<file path="config.mk">
export PLATFORM = sky130hd
export DESIGN_NAME = frame_aligner
export DESIGN_NICKNAME = d
export VERILOG_FILES = /design/src/rtl/frame_align_pkg.sv /design/src/rtl/frame_aligner.sv
export SDC_FILE = /design/constraint.sdc
export NUM_CORES = 1
export LEC_CHECK = 0
export BUFFER_PORTS_ARGS = -buffer_cell sky130_fd_sc_hd__buf_2
export CORE_MARGIN = 5
export CORE_UTILIZATION = 30
export CTS_CLUSTER_SIZE = 30
export DETAILED_ROUTE_END_ITERATION = 16
export PLACE_DENSITY_LB_ADDON = 0.3
export SLEW_MARGIN = 15
export SYNTH_ARGS = -nofsm -noshare
export SYNTH_HDL_FRONTEND = slang
export SYNTH_SLANG_ARGS = --single-unit
</file>
<file path="constraint.sdc">
create_clock -name clk -period 5.4 [get_ports clk]
set_input_delay 0.27 -clock clk [delete_from_list [all_inputs] [get_ports clk]]
set_output_delay 0.27 -clock clk [all_outputs]
set_load 0.02 [all_outputs]
</file>
<file path="src/rtl/frame_align_pkg.sv">
// Shared types and default constants for the frame-lane alignment search.
package frame_align_pkg;

    // Alignment search states
    typedef enum logic [2:0] {
        ST_IDLE   = 3'd0,
        ST_SETTLE = 3'd1,
        ST_CHECK  = 3'd2,
        ST_LOCKED = 3'd3,
        ST_FAIL   = 3'd4
    } align_state_e;

    localparam logic [7:0]  DEF_FRAME_PATTERN = 8'hF0;
    localparam int unsigned DEF_SETTLE_CYCLES = 32'd8;
    localparam int unsigned DEF_MATCH_COUNT   = 32'd16;
    localparam int unsigned DEF_LOSS_COUNT    = 32'd4;

    // Increment an 8-bit counter, holding at all-ones instead of wrapping
    function automatic logic [7:0] sat_inc8(input logic [7:0] value);
        logic [7:0] result;
        if (value == 8'hFF) begin
            result = value;
        end else begin
            result = value + 8'd1;
        end
        return result;
    endfunction

endpackage

</file>
<file path="src/rtl/frame_aligner.sv">
// Frame aligner: steps the shared bitslip position until the frame lane shows
// the expected pattern for enough consecutive words, then watches for loss of
// lock and restarts the search when the pattern disappears.
module frame_aligner
    import frame_align_pkg::*;
#(
    parameter int unsigned          DIN_WIDTH     = 8,
    parameter logic [DIN_WIDTH-1:0] FRAME_PATTERN = DEF_FRAME_PATTERN,
    parameter int unsigned          SETTLE_CYCLES = DEF_SETTLE_CYCLES,
    parameter int unsigned          MATCH_COUNT   = DEF_MATCH_COUNT,
    parameter int unsigned          LOSS_COUNT    = DEF_LOSS_COUNT
) (
    input  logic                 clk,
    input  logic                 rst,
    input  logic                 start,
    input  logic [DIN_WIDTH-1:0] frame_din,
    output logic [3:0]           bitslip_count,
    output logic                 locked,
    output logic                 align_busy,
    output logic                 align_fail,
    output logic [7:0]           lock_loss_cnt
);

    localparam int unsigned SW = $clog2(SETTLE_CYCLES + 1);
    localparam int unsigned MW = $clog2(MATCH_COUNT + 1);
    localparam int unsigned LW = $clog2(LOSS_COUNT + 1);

    localparam logic [SW-1:0] SETTLE_LAST = SW'(SETTLE_CYCLES - 1);
    localparam logic [SW-1:0] SETTLE_INC  = SW'(1);
    localparam logic [MW-1:0] MATCH_LAST  = MW'(MATCH_COUNT - 1);
    localparam logic [MW-1:0] MATCH_INC   = MW'(1);
    localparam logic [LW-1:0] LOSS_LAST   = LW'(LOSS_COUNT - 1);
    localparam logic [LW-1:0] LOSS_INC    = LW'(1);
    localparam logic [3:0]    SLIP_LAST   = 4'(DIN_WIDTH - 1);

    align_state_e  state_r, state_s;
    logic [3:0]    slip_r, slip_s;
    logic          locked_r, locked_s;
    logic          busy_r, busy_s;
    logic          fail_r, fail_s;
    logic [7:0]    loss_r, loss_s;
    logic [SW-1:0] settle_r, settle_s;
    logic [MW-1:0] match_r, match_s;
    logic [LW-1:0] miss_r, miss_s;
    logic          restart_s;
    logic          match_now_s;

    // Next-state and next-output computation; start overrides every transition
    always_comb begin
        state_s     = state_r;
        slip_s      = slip_r;
        locked_s    = locked_r;
        busy_s      = busy_r;
        fail_s      = fail_r;
        loss_s      = loss_r;
        settle_s    = settle_r;
        match_s     = match_r;
        miss_s      = miss_r;
        restart_s   = 1'b0;
        match_now_s = (frame_din == FRAME_PATTERN);

        case (state_r)
            ST_IDLE: begin
                // wait for start
            end
            ST_SETTLE: begin
                // frame_din is stale while the new slip ripples through the lanes
                if (settle_r == SETTLE_LAST) begin
                    state_s = ST_CHECK;
                    match_s = {MW{1'b0}};
                end else begin
                    settle_s = settle_r + SETTLE_INC;
                end
            end
            ST_CHECK: begin
                if (match_now_s) begin
                    if (match_r == MATCH_LAST) begin
                        state_s  = ST_LOCKED;
                        locked_s = 1'b1;
                        busy_s   = 1'b0;
                        match_s  = {MW{1'b0}};
                        miss_s   = {LW{1'b0}};
                    end else begin
                        match_s = match_r + MATCH_INC;
                    end
                end else if (slip_r < SLIP_LAST) begin
                    state_s  = ST_SETTLE;
                    slip_s   = slip_r + 4'd1;
                    settle_s = {SW{1'b0}};
                    match_s  = {MW{1'b0}};
                end else begin
                    state_s = ST_FAIL;
                    slip_s  = 4'd0;
                    fail_s  = 1'b1;
                    busy_s  = 1'b0;
                    match_s = {MW{1'b0}};
                end
            end
            ST_LOCKED: begin
                if (match_now_s) begin
                    miss_s = {LW{1'b0}};
                end else if (miss_r == LOSS_LAST) begin
                    restart_s = 1'b1;
                    loss_s    = sat_inc8(loss_r);
                end else begin
                    miss_s = miss_r + LOSS_INC;
                end
            end
            ST_FAIL: begin
                // sticky failure until start
            end
            default: begin
                state_s  = ST_IDLE;
                slip_s   = 4'd0;
                locked_s = 1'b0;
                busy_s   = 1'b0;
                settle_s = {SW{1'b0}};
                match_s  = {MW{1'b0}};
                miss_s   = {LW{1'b0}};
            end
        endcase

        // A start request is a restart, never a lock loss
        if (start) begin
            loss_s = loss_r;
        end else begin
            loss_s = loss_s;
        end

        if (start || restart_s) begin
            state_s  = ST_SETTLE;
            slip_s   = 4'd0;
            locked_s = 1'b0;
            busy_s   = 1'b1;
            fail_s   = 1'b0;
            settle_s = {SW{1'b0}};
            match_s  = {MW{1'b0}};
            miss_s   = {LW{1'b0}};
        end else begin
            state_s = state_s;
        end
    end

    // State, counter and registered-output update
    always_ff @(posedge clk or posedge rst) begin
        if (rst) begin
            state_r  <= ST_IDLE;
            slip_r   <= 4'd0;
            locked_r <= 1'b0;
            busy_r   <= 1'b0;
            fail_r   <= 1'b0;
            loss_r   <= 8'd0;
            settle_r <= {SW{1'b0}};
            match_r  <= {MW{1'b0}};
            miss_r   <= {LW{1'b0}};
        end else begin
            state_r  <= state_s;
            slip_r   <= slip_s;
            locked_r <= locked_s;
            busy_r   <= busy_s;
            fail_r   <= fail_s;
            loss_r   <= loss_s;
            settle_r <= settle_s;
            match_r  <= match_s;
            miss_r   <= miss_s;
        end
    end

    assign bitslip_count = slip_r;
    assign locked        = locked_r;
    assign align_busy    = busy_r;
    assign align_fail    = fail_r;
    assign lock_loss_cnt = loss_r;

endmodule
</file>
Yosys cells after proc, flatten, opt, wreduce, memory -nomap -nowiden

Index checks and enable logic that the tools add are counted.

Register bits: 30
Logic and storage cells: 98
Output and inout port bits: 15
Input port bits: 11

Mux-type cells: 42
Reductions and logical operators: 15
Bitwise gates (word level): 3
Magnitude comparators: 1
Equality and inequality tests: 23
$add $sub $neg: 5

Operator list:

| kind                | count |
|---|---|
| $mux 3              | 10 |
| $mux 4              | 7 |
| $mux 5              | 4 |
| $ne 3x3->1 const B  | 6 |
| $pmux 3 s3          | 2 |
| $eq 8x8->1 const B  | 2 |
| $pmux 5 s3          | 1 |
| $mux 1              | 14 |
| $ne 4x4->1 const B  | 3 |
| $pmux 4 s3          | 1 |
| $reduce_and 3->1    | 4 |
| $ne 2x1->1 const B  | 5 |
| $eq 3x2->1 const B  | 3 |
| $add 4x1->4 const B | 2 |
| $add 8x1->8 const B | 1 |
| $pmux 4 s2          | 1 |
| $reduce_and 4->1    | 2 |
| $reduce_or 3->1     | 2 |
| $add 5x1->5 const B | 1 |
| $eq 5x4->1 const B  | 1 |
| $reduce_and 5->1    | 1 |
| $eq 4x3->1 const B  | 1 |
| $lt 4x3->1 const B  | 1 |
| $pmux 1 s2          | 2 |
| other kinds (9)     | 12 |

Logic depth before layout (Yosys ltp)

Gate-level depths: netlist of run 1.

Depth after elaboration: 7
Gate-level depth with buffers: 7
Depth with buffers taken out: 6

Least setup slack after synthesis of run 1

OpenSTA, ideal clock, no wires.

Path kind: reg-to-reg
Start: register miss_r[0]
End: register slip_r[0], in the netlist bitslip_count[0]
Arrival time: 1.566 ns
Required time: 5.272 ns
Period minus slack after synthesis: 1.693 ns
Library setup time: 0.128 ns
Stages on the path, launching flop included: 8
Path buffers: 1
Setup slack: 3.707 ns
Path through: dfrtp_1 ha_1 ha_1 nor2b_1 o21ai_0 and2_1 clkbuf_1 mux2_1

Longest elaborated chain between the ends: 7
Elaborated cells between the ends (all ways): 9
Those cells by class: eq/ne: 3; mux: 4; reduce/logical: 2

Ends and longest elaborated chain:

| element                                                          | RTL line             | RTL |
|---|---|---|
| from (decl)                                                      | frame_aligner.sv:44  | `logic [LW-1:0] miss_r, miss_s;` |
| from (signal assigned)                                           | frame_aligner.sv:155 | `miss_r <= {LW{1'b0}};` |
| from (signal assigned)                                           | frame_aligner.sv:165 | `miss_r <= miss_s;` |
| $eq 3x2->1 *                                                     | frame_aligner.sv:102 | `end else if (miss_r == LOSS_LAST) begin` |
| $mux 1 *                                                         | frame_aligner.sv:102 |  |
| $mux 1 *                                                         | frame_aligner.sv:100 | `if (match_now_s) begin` |
| $mux 1 *                                                         | frame_aligner.sv:62  | `case (state_r)` |
| $logic_or 1x1->1 *                                               | frame_aligner.sv:130 | `if (start \|\| restart_s) begin` |
| $ne 3x3->1 (no source line) / $ne 2x1->1 (equally long branches) | --                   |  |
| $reduce_and 2->1 (no source line)                                | --                   |  |
| to (signal assigned)                                             | frame_aligner.sv:158 | `slip_r <= slip_s;` |
| to (decl)                                                        | frame_aligner.sv:37  | `logic [3:0] slip_r, slip_s;` |

Mark *: on every way between the ends. The rest lies on a longest branch, timed or not.
A chain may end at the register's enable or synchronous reset.

Final worst setup path of run 1

Start: register state_r[2]
End: register loss_r[1], in the netlist lock_loss_cnt[1]

Longest elaborated chain between the ends: 2

Ends and longest elaborated chain:

| element                           | RTL line             | RTL |
|---|---|---|
| from (decl)                       | frame_aligner.sv:36  | `align_state_e state_r, state_s;` |
| from (signal assigned)            | frame_aligner.sv:157 | `state_r <= state_s;` |
| $eq 3x2->1                        | frame_aligner.sv:62  |  |
| $reduce_and 5->1 (no source line) | --                   |  |
| to (signal assigned)              | frame_aligner.sv:162 | `loss_r <= loss_s;` |
| to (decl)                         | frame_aligner.sv:41  | `logic [7:0] loss_r, loss_s;` |

Every way passes these cells.

==> flow_results.org, run 1 <==
** Worst setup path
- The worst setup path is of the reg -> reg kind.
- In this run the register-to-register setup slack is around 3.5 ns.
- Endpoint of the worst register-to-register path :: lock_loss_cnt[1]
- Sort of element at the end of the critical path :: flop
- Cell count of the worst reg-to-reg path :: 4
- RR Startpoint :: state_r[2]
- CP Launch Type :: flop
- Worst Path Max Fanout :: 12
- Data arrival at the endpoint of the critical path :: about 2.1 ns
- STA puts the critical path data required time at about 5.6 ns.

** Floorplanning
- For this configuration, the core starts out at a cell density of between 30% and 40%.
- During I/O placement, the number of pins put on the boundary was 26.
- The floorplan has 27 rows.
- Width of the die :: ~85 um
- The core region is 0.005473 mm^2.
- DIE HEIGHT :: 84.59 um
- Die Area :: 0.007155 mm^2

** Clock tree
- Post-CTS timing repair inserted 0 buffers for setup.
- In this run, CTS created clock tree buffers numbering 5.
- Skew-Pair Late Insertion Delay :: approximately 0.27 ns
- Count of cells resized by post-cts repair :: 0
- TritonCTS built the clock tree.
- In this run, post-CTS hold repair placed 0 buffers.
- Clock-pin slew was measured on the worst setup and hold paths at roughly 0.060 ns.
- Clock tree synthesis found a total of 30 sinks.
- The longest clock path from root to sink contains 2 buffers.
- Root buffer selected by CTS :: clkbuf_8
- The H-tree generated during clock tree synthesis spans 2 levels.

** Finish
- In the final layout, the multi-input gates occupy 854.6 um^2.
- Ant. Diodes :: 0
- Commonest non-fill, non-tap cells in the layout :: dfrtp_1 (30), buf_2 (25), nand3_1 (11)
- Sequential cell area in the final layout :: 750.7 um^2
- In the final layout, the share of cells above drive strength 1 is 21.69%.
- Commonest non-fill, non-tap cell in the layout :: dfrtp_1
- Fill cells in the final layout number 580.
- The net count of the finished layout is about 210.
- Area growth syn-to-layout :: 15.89%
- Count of non-filler cells in the finished layout :: ~260

** Synthesis
- Counting every net in the synthesized netlist gives 179.
- Sequential elements use 44.98% of the synthesized area.
- Summing every instance area after synthesis gives 0.001669 mm^2.
- Number of synthesis warnings :: 0
- Avg Inst Size Synth :: 10.30 um^2
- After synthesis, the netlist uses 44 different library cells.
- Fraction of synthesized cell area taken by the top area cell type :: 44.98%
- Summed over all instances, the cell type with the most area after synthesis is dfrtp_1.
- For this run, the leading register cell type out of synthesis is dfrtp_1.
- Cell types occupying the most area after synthesis :: dfrtp_1 (45%), ha_1 (4.5%), xor2_1 (3.7%)
- Cells after synthesis :: approximately 160
- Number of storage elements in the synthesis netlist :: 30
- Share of synthesized registers carrying an async set or reset :: 100.0%
- Count of flip-flops with a built-in enable after synthesis :: 0

** STA
- Post-Route Skew :: 0.001641 ns
- Worst relative slew slack :: 52.65%
- Highest clock rate :: 517.9 MHz
- Count of pins over their slew limit :: 0
- In the finished design, the share of the clock period the worst path needs comes to 35.76%.
- Post-layout minimum cycle time :: 1.931 ns
- The number of endpoints with negative hold slack in the final report was 0.
- Setup repair after global routing left no endpoint under its margin.
- Setup violations remaining at the end of the flow were counted as 0.
- Sum of negative setup slack :: 0 ns
- At the pin with the least slew margin, the transition time is 0.7037 ns.

** Global route
- The number of antenna violations at the first check in global routing was 0.
- Vias in the first global route :: approximately 1300
- The first global-routing pass estimated 6161 um of wire.
- In the global route stage, overall resource usage came out at 10.56%.
- Entering global routing, the biggest net connects 31 pins.
- Sum of overflow across all layers after global routing :: 0

** Power and ir drop
- Static leakage power :: roughly 0.00093 uW
- Peak supply drop :: 0.1082 mV
- Total power divided by cell area :: 236.2 mW/mm^2

** Job
- The tool flagged a number of max-cap violations equal to 0.

** Placement
- Counting tap cells, the placed design contains a total of between 200 and 300 instances.
- The count of buffers added on input and output ports is 25.
- Detailed placement ended at an HPWL of 2672 um.
- The congestion estimate from routability-driven global placement came to 0.8373.

** Detailed routing
- Dividing the detail-routed via count by the number of cells gives 5.169.
- The first detailed-routing pass ran for 4 iterations.
- Avg WL per Cell :: roughly 14 um
- Overall routed net length :: ~3600 um
- After the first detailed-routing iteration, the DRC count stood at 70.
- After detailed routing, the number of remaining DRC violations is 0.
- In this run the remaining antenna-violating nets after routing total 0.
- Via total after detailed routing :: 1349

** Status
- Outcome :: finished clean

** Worst hold path
- Hold/Removal Path Class :: in -> async
[metal layers]
layer | vias up | wire length, um | global-route usage (%)
met3 | 4 | 173 | 3.337
met4 | 0 | 48 | 3.453
met5 | - | 0 | 0
li1 | 656 | - | -
met1 | 653 | 1695 | 14.64
met2 | 36 | 1637 | 15.59
[cells by family after synthesis]
family	synth area share [%]
and+or+nand+nor	22.79
xor gates and xnor gates	4.198
AOI/OAI and AO/OA	15.67
DFF	44.98
buffers and inverters	3.823
muxes	4.048
adders and majority gates	4.498
[how the worst max path moves through the flow]
stage	start	to	slack [ns]
after CTS	state_r[2]	lock_loss_cnt[1]	3.46
after global placement	frame_din[1]	state_r[2]	3.42
after global routing	state_r[2]	lock_loss_cnt[1]	3.34
final	state_r[2]	lock_loss_cnt[1]	3.47
after floorplan	miss_r[0]	bitslip_count[0]	3.71
after detailed placement	frame_din[1]	state_r[2]	3.40
[stage by stage]
stage                     hold WS, ns  util [%]  cell area (um^2)  setup WS (ns)  power (uW)
final                         0.06162     35.35              1934          3.469       456.9
after global routing          0.09647     35.35              1934          3.339       484.6
after CTS                     0.07185     35.35              1934          3.462       464.9
after detailed placement       0.3692     33.95              1858          3.400       298.4
after global placement         0.3758     33.95              1858          3.424       296.8
after floorplan                0.3608         -              1669          3.707       283.0
[critical path: stages (launching register included)]
cell	delay, ns
dfrtp_1	0.50
and2b_1	0.31
o2111ai_4	0.24
nor3_1	0.39
mux2_2	0.37
[sequential cells by signal (all words and copies together), names as in the netlist]
register / flops
align_busy: 1
align_fail: 1
bitslip_count: 4
lock_loss_cnt: 8
locked: 1
match_r: 5
miss_r: 3
settle_r: 4
state_r: 3
[cell usage after synthesis, drive strengths merged, types with 3 or more instances]
master,number
dfrtp,30
nand3,11
a21oi,10
nand2,9
inv,8
o21ai,8
xor2,7
a22o,6
ha,6
mux2,6
nor2,6
nor3,6
nor4,6
nand4,5
buf,4
a31oi,3
[power by group]
| part | leakage, uW | total [uW] | switching (uW) | internal, uW |
|---|---|---|---|---|
| sequential | 0.000403 | 247 | 11.6 | 235 |
| clock | 0.0000383 | 163 | 74.3 | 88.4 |
| combinational | 0.000486 | 47.5 | 27.1 | 20.3 |
[final cells by class]
class / instances / share of cell area [%]
repair buffers: 26 / 6.856
inverters: 8 / 1.552
clock buffers: 7 / 3.946
multi-input cells: 118 / 44.18
flip-flops and latches: 30 / 38.81
well taps: 72 / 4.657
Power figures use the tool's default switching activity.
==> run 2: changes to the inputs <==
--- a/config.mk
+++ b/config.mk
@@ -5,6 +5,7 @@
 export SDC_FILE = /design/constraint.sdc
 export NUM_CORES = 1
 export LEC_CHECK = 0
+export ABC_AREA = 1
 export BUFFER_PORTS_ARGS = -buffer_cell sky130_fd_sc_hd__buf_2
 export CORE_MARGIN = 5
 export CORE_UTILIZATION = 30
==> constraint.sdc (replaced) <==
create_clock -name clk -period 1.65 [get_ports clk]
set_input_delay 0.0825 -clock clk [delete_from_list [all_inputs] [get_ports clk]]
set_output_delay 0.0825 -clock clk [all_outputs]
set_load 0.02 [all_outputs]
==> flow_results.org, run 2 <==
** Synthesis
- Cells after synthesis :: 237 (was 162)
- Post-synthesis sequential area ratio :: 41.75% (was 44.98%)
- The portion of synthesized cell area occupied by the leading cell type came to 41.75% (was 44.98%).
- Largest area contributor in the synthesized netlist :: dfrtp_1 (unchanged)
- The leading register cell type out of synthesis is dfrtp_1 (unchanged).
- Most frequent cell after synthesis :: nand2_1 (was dfrtp_1)
- Cell types occupying the most area after synthesis :: dfrtp_1 (42%), nand2_1 (15%), nand3_1 (6.7%) (was dfrtp_1 (45%), ha_1 (4.5%), xor2_1 (3.7%))
- The number of flops mapped to enable cells by yosys was 0 (unchanged).
- Post-synth net total :: 254 (was 179)
- Number of storage elements in the synthesis netlist :: 30 (unchanged)
- The per-instance average area after synthesis came to 7.586 um^2 (was 10.30 um^2).
- The distinct cell type count after synthesis is 27 (was 44).
- Post-synthesis cell area :: 0.001798 mm^2 (was 0.001669 mm^2)
- Share of synthesized registers carrying an async set or reset :: 100.0% (unchanged)
- The total number of yosys warnings is 0 (unchanged).
- Ranking of synthesized cells by instance count: nand2_1 (73), dfrtp_1 (30), inv_1 (26), nand3_1 (24), nor2_1 (20) (was dfrtp_1 (30), nand3_1 (11), a21oi_1 (10), nand2_1 (9)).

** Power and ir drop
- Static leakage power :: 0.001184 uW (was 0.0009280 uW)
- Peak supply drop :: 0.4637 mV (was 0.1082 mV)
- The overall power of the completed layout is 2048 uW (was 456.9 uW).
- The power density normalized to cell area is 933.4 mW/mm^2 (was 236.2 mW/mm^2).

** STA
- Final hold vios :: 0 (unchanged)
- Post-Route Skew :: 0.002955 ns (was 0.001641 ns)
- The final total negative setup slack came to 0 ns (unchanged).
- Slew at the pin with the worst max-slew slack :: 0.5550 ns (was 0.7037 ns)
- Tightest hold margin :: 0.2032 ns (was 0.06162 ns)
- Unrepaired setup endpoints after global routing :: yes (was no)
- Period utilization :: 92.70% (was 35.76%)
- Worst relative slew slack :: 62.61% (was 52.65%)
- Count of pins over their slew limit :: 0 (unchanged)
- The setup violation total in the final timing report is 0 (unchanged).
- The maximum clock frequency came to 653.8 MHz (was 517.9 MHz).
- Post-layout minimum cycle time :: 1.530 ns (was 1.931 ns)

** Worst hold path
- Hold/Removal Path Class :: in -> reg (was in -> async)
- The worst hold path begins at start.

** Global route
- The busiest layer in global routing is met2 (unchanged).
- The met3 capacity usage during global routing is 3.406% (was 3.337%).
- The total global routing track utilization is 11.41% (was 10.56%).
- Initial antenna violation count :: 0 (unchanged)
- Vias in the first global route :: 1519 (was 1294)
- The global-route track usage on met2 is 16.85% (was 15.59%).
- The met1 layer usage reported by global route came to 15.32% (was 14.64%).
- The total overflow reported by the global router was 0 (unchanged).
- Global-route wire length before repair :: 6775 um (was 6161 um)
- Maximum number of pins on one net before global-route repair :: 31 (unchanged)

** Detailed routing
- Avg WL per Cell :: 11.76 um (was 13.62 um)
- Remaining design rule violation count :: 0 (unchanged)
- First-pass iteration count of the detailed router :: 4 (unchanged)
- Via count normalized by instance count :: 4.562 (was 5.169)
- Overall routed net length :: 4163 um (was 3555 um)
- The number of DRC markers in iteration 0 is 39 (was 70).
- The post-route antenna net violation count was 0 (unchanged).
- Via total after detailed routing :: 1615 (was 1349)

** Worst setup path
- RR Startpoint :: miss_r[0] (was state_r[2])
- The nature of the critical path startpoint is a flop (unchanged).
- The kind of capture point of the worst setup path was a flop (unchanged).
- The worst path arrival time came to 1.70 ns (was 2.09 ns).
- The maximum net fanout on the critical path was 3 (was 12).
- The kind of critical path is reg -> reg (unchanged).
- The worst path required time came to 1.83 ns (was 5.56 ns).
- The origin of the worst setup path is miss_r[0] (was state_r[2]).

** Clock tree
- Number of post-CTS setup repair buffers :: 0 (unchanged)
- CTS Buf Count :: 5 (unchanged)
- Skew-Pair Late Insertion Delay :: 0.28 ns (was 0.27 ns)
- Clock Pin Slew Worst Setup and Hold Paths :: 0.06 ns (about the same)
- The CTS tree was done (unchanged).
- The number of buffers on the longest clock path was 2 (unchanged).
- The number of clock sinks is 30 (unchanged).
- Root buffer selected by CTS :: clkbuf_8 (unchanged)
- H-tree levels :: 2 (unchanged)

** Finish
- Post-route standard cell area excluding fillers :: 0.002195 mm^2 (was 0.001934 mm^2)
- The number of flip-flops under the largest register name is 8 (unchanged).
- Commonest non-fill, non-tap cells in the layout :: nand2_1 (73), dfrtp_1 (30), inv_1 (26) (was dfrtp_1 (30), buf_2 (25), nand3_1 (11))
- Ant. Diodes :: 0 (unchanged)
- The share of post-route cells with drive strength above 1 came to 23.30% (was 21.69%).
- Commonest non-fill, non-tap cell in the layout :: nand2_1 (was dfrtp_1)
- Area growth syn-to-layout :: 22.06% (was 15.89%)
- Total number of nets in the final design :: 295 (was 206)
- The final instance count without filler cells was 354 (was 261).

** Floorplanning
- The total die area came to 0.007641 mm^2 (was 0.007155 mm^2).
- DIE HEIGHT :: 87.42 um (was 84.59 um)
- Initial Utilization :: 30.55% (was 30.50%)
- The number of standard-cell rows in the floorplan was 28 (was 27).
- Placeable Area :: 0.005886 mm^2 (was 0.005473 mm^2)
- The width of the die was 87.42 um (was 84.59 um).
- I/O pins :: 26 (unchanged)

** Status
- Outcome: finished clean (unchanged).

** Placement
- The HPWL after detailed placement is 3043 um (was 2672 um).
- Routability cong. :: 0.8016 (was 0.8373)
- Cell Area, Placed :: 0.002069 mm^2 (was 0.001858 mm^2)
- Number of placed instances, taps included :: 344 (was 254)
- The total of buffers placed on input and output ports is 25 (unchanged).

** Job
- The max capacitance violation total was 0 (unchanged).
-- run 2: cell count changes in the layout (fill, tap and decap cells not counted), moves of 9 or more --
cell / change
nand3_1: +13
nor2_1: +14
a21oi_1: -9
nand2_1: +64
inv_1: +18
-- run 2: worst max-delay path: stages, from the launching register on --
cell,delay [ns]
dfrtp_1,0.40
ha_1,0.21
ha_1,0.18
inv_1,0.07
nor2_2,0.06
a21oi_2,0.19
buf_4,0.15
nand2_1,0.05
nand3_1,0.06
nand2_1,0.05
-- run 2: per-layer routing --
layer  up-vias  part of all wire (%)
li1        847                     -
met1       733                    49
met2        29                    45
met3         6                   4.0
met4         0                   1.6
met5         -                     0
-- run 2: through the flow --
| step | utilization (%) | worst slack [ns] |
|---|---|---|
| after global placement | 35.16 | 0.06586 |
| after global routing | 37.29 | -0.008807 |
| after CTS | 36.88 | 0.02778 |
| after floorplan | - | 0.1057 |
| after detailed placement | 35.16 | 0.04117 |
| final | 37.29 | 0.1204 |
-- run 2: final timing paths --
kind                                          to  slack [ns]  cells past startpoint
worst max-delay path                  state_r[0]        0.12                      9
worst min-delay path            bitslip_count[0]        0.20                      4
worst max register to register        state_r[0]        0.12                      9
worst min register to register         miss_r[2]        0.47                      2
max in group asynchronous             match_r[4]        0.96                      4
min in group asynchronous       bitslip_count[1]        0.41                      4
-- run 2: logic make-up after synthesis --
family          count (synthesis)  share of synthesized area (%)
flops                          30                          41.75
fa+ha+maj                       6                          4.175
xor+xnor                        9                          4.802
buf+inv                        30                          6.402
simple gates                  145                          37.72
compound gates                 17                          5.150
-- run 2: final cells by class --
type / instances / area [um^2]
fill: 643 / 3691
multi-input combinational: 178 / 955.9
sequential: 30 / 750.7
timing repair buffer: 33 / 187.7
inverter: 30 / 115.1
tap: 75 / 93.84
clock buffer: 7 / 86.33
clock inverter: 1 / 5.005
-- run 2: what timing repair did --
item                                   in CTS  in global routing
setup endpoints to repair                   0                  9
hold buffers                                1                  0
endpoints found under the hold margin      30                  0
gates resized for setup                     0                  3
-- run 2: report_power, final --
| part | switching, uW | total (uW) | internal [uW] |
|---|---|---|---|
| logic | 369 | 555 | 186 |
| registers | 81.7 | 878 | 796 |
| clock network | 280 | 616 | 336 |
| total | 730 | 2050 | 1320 |
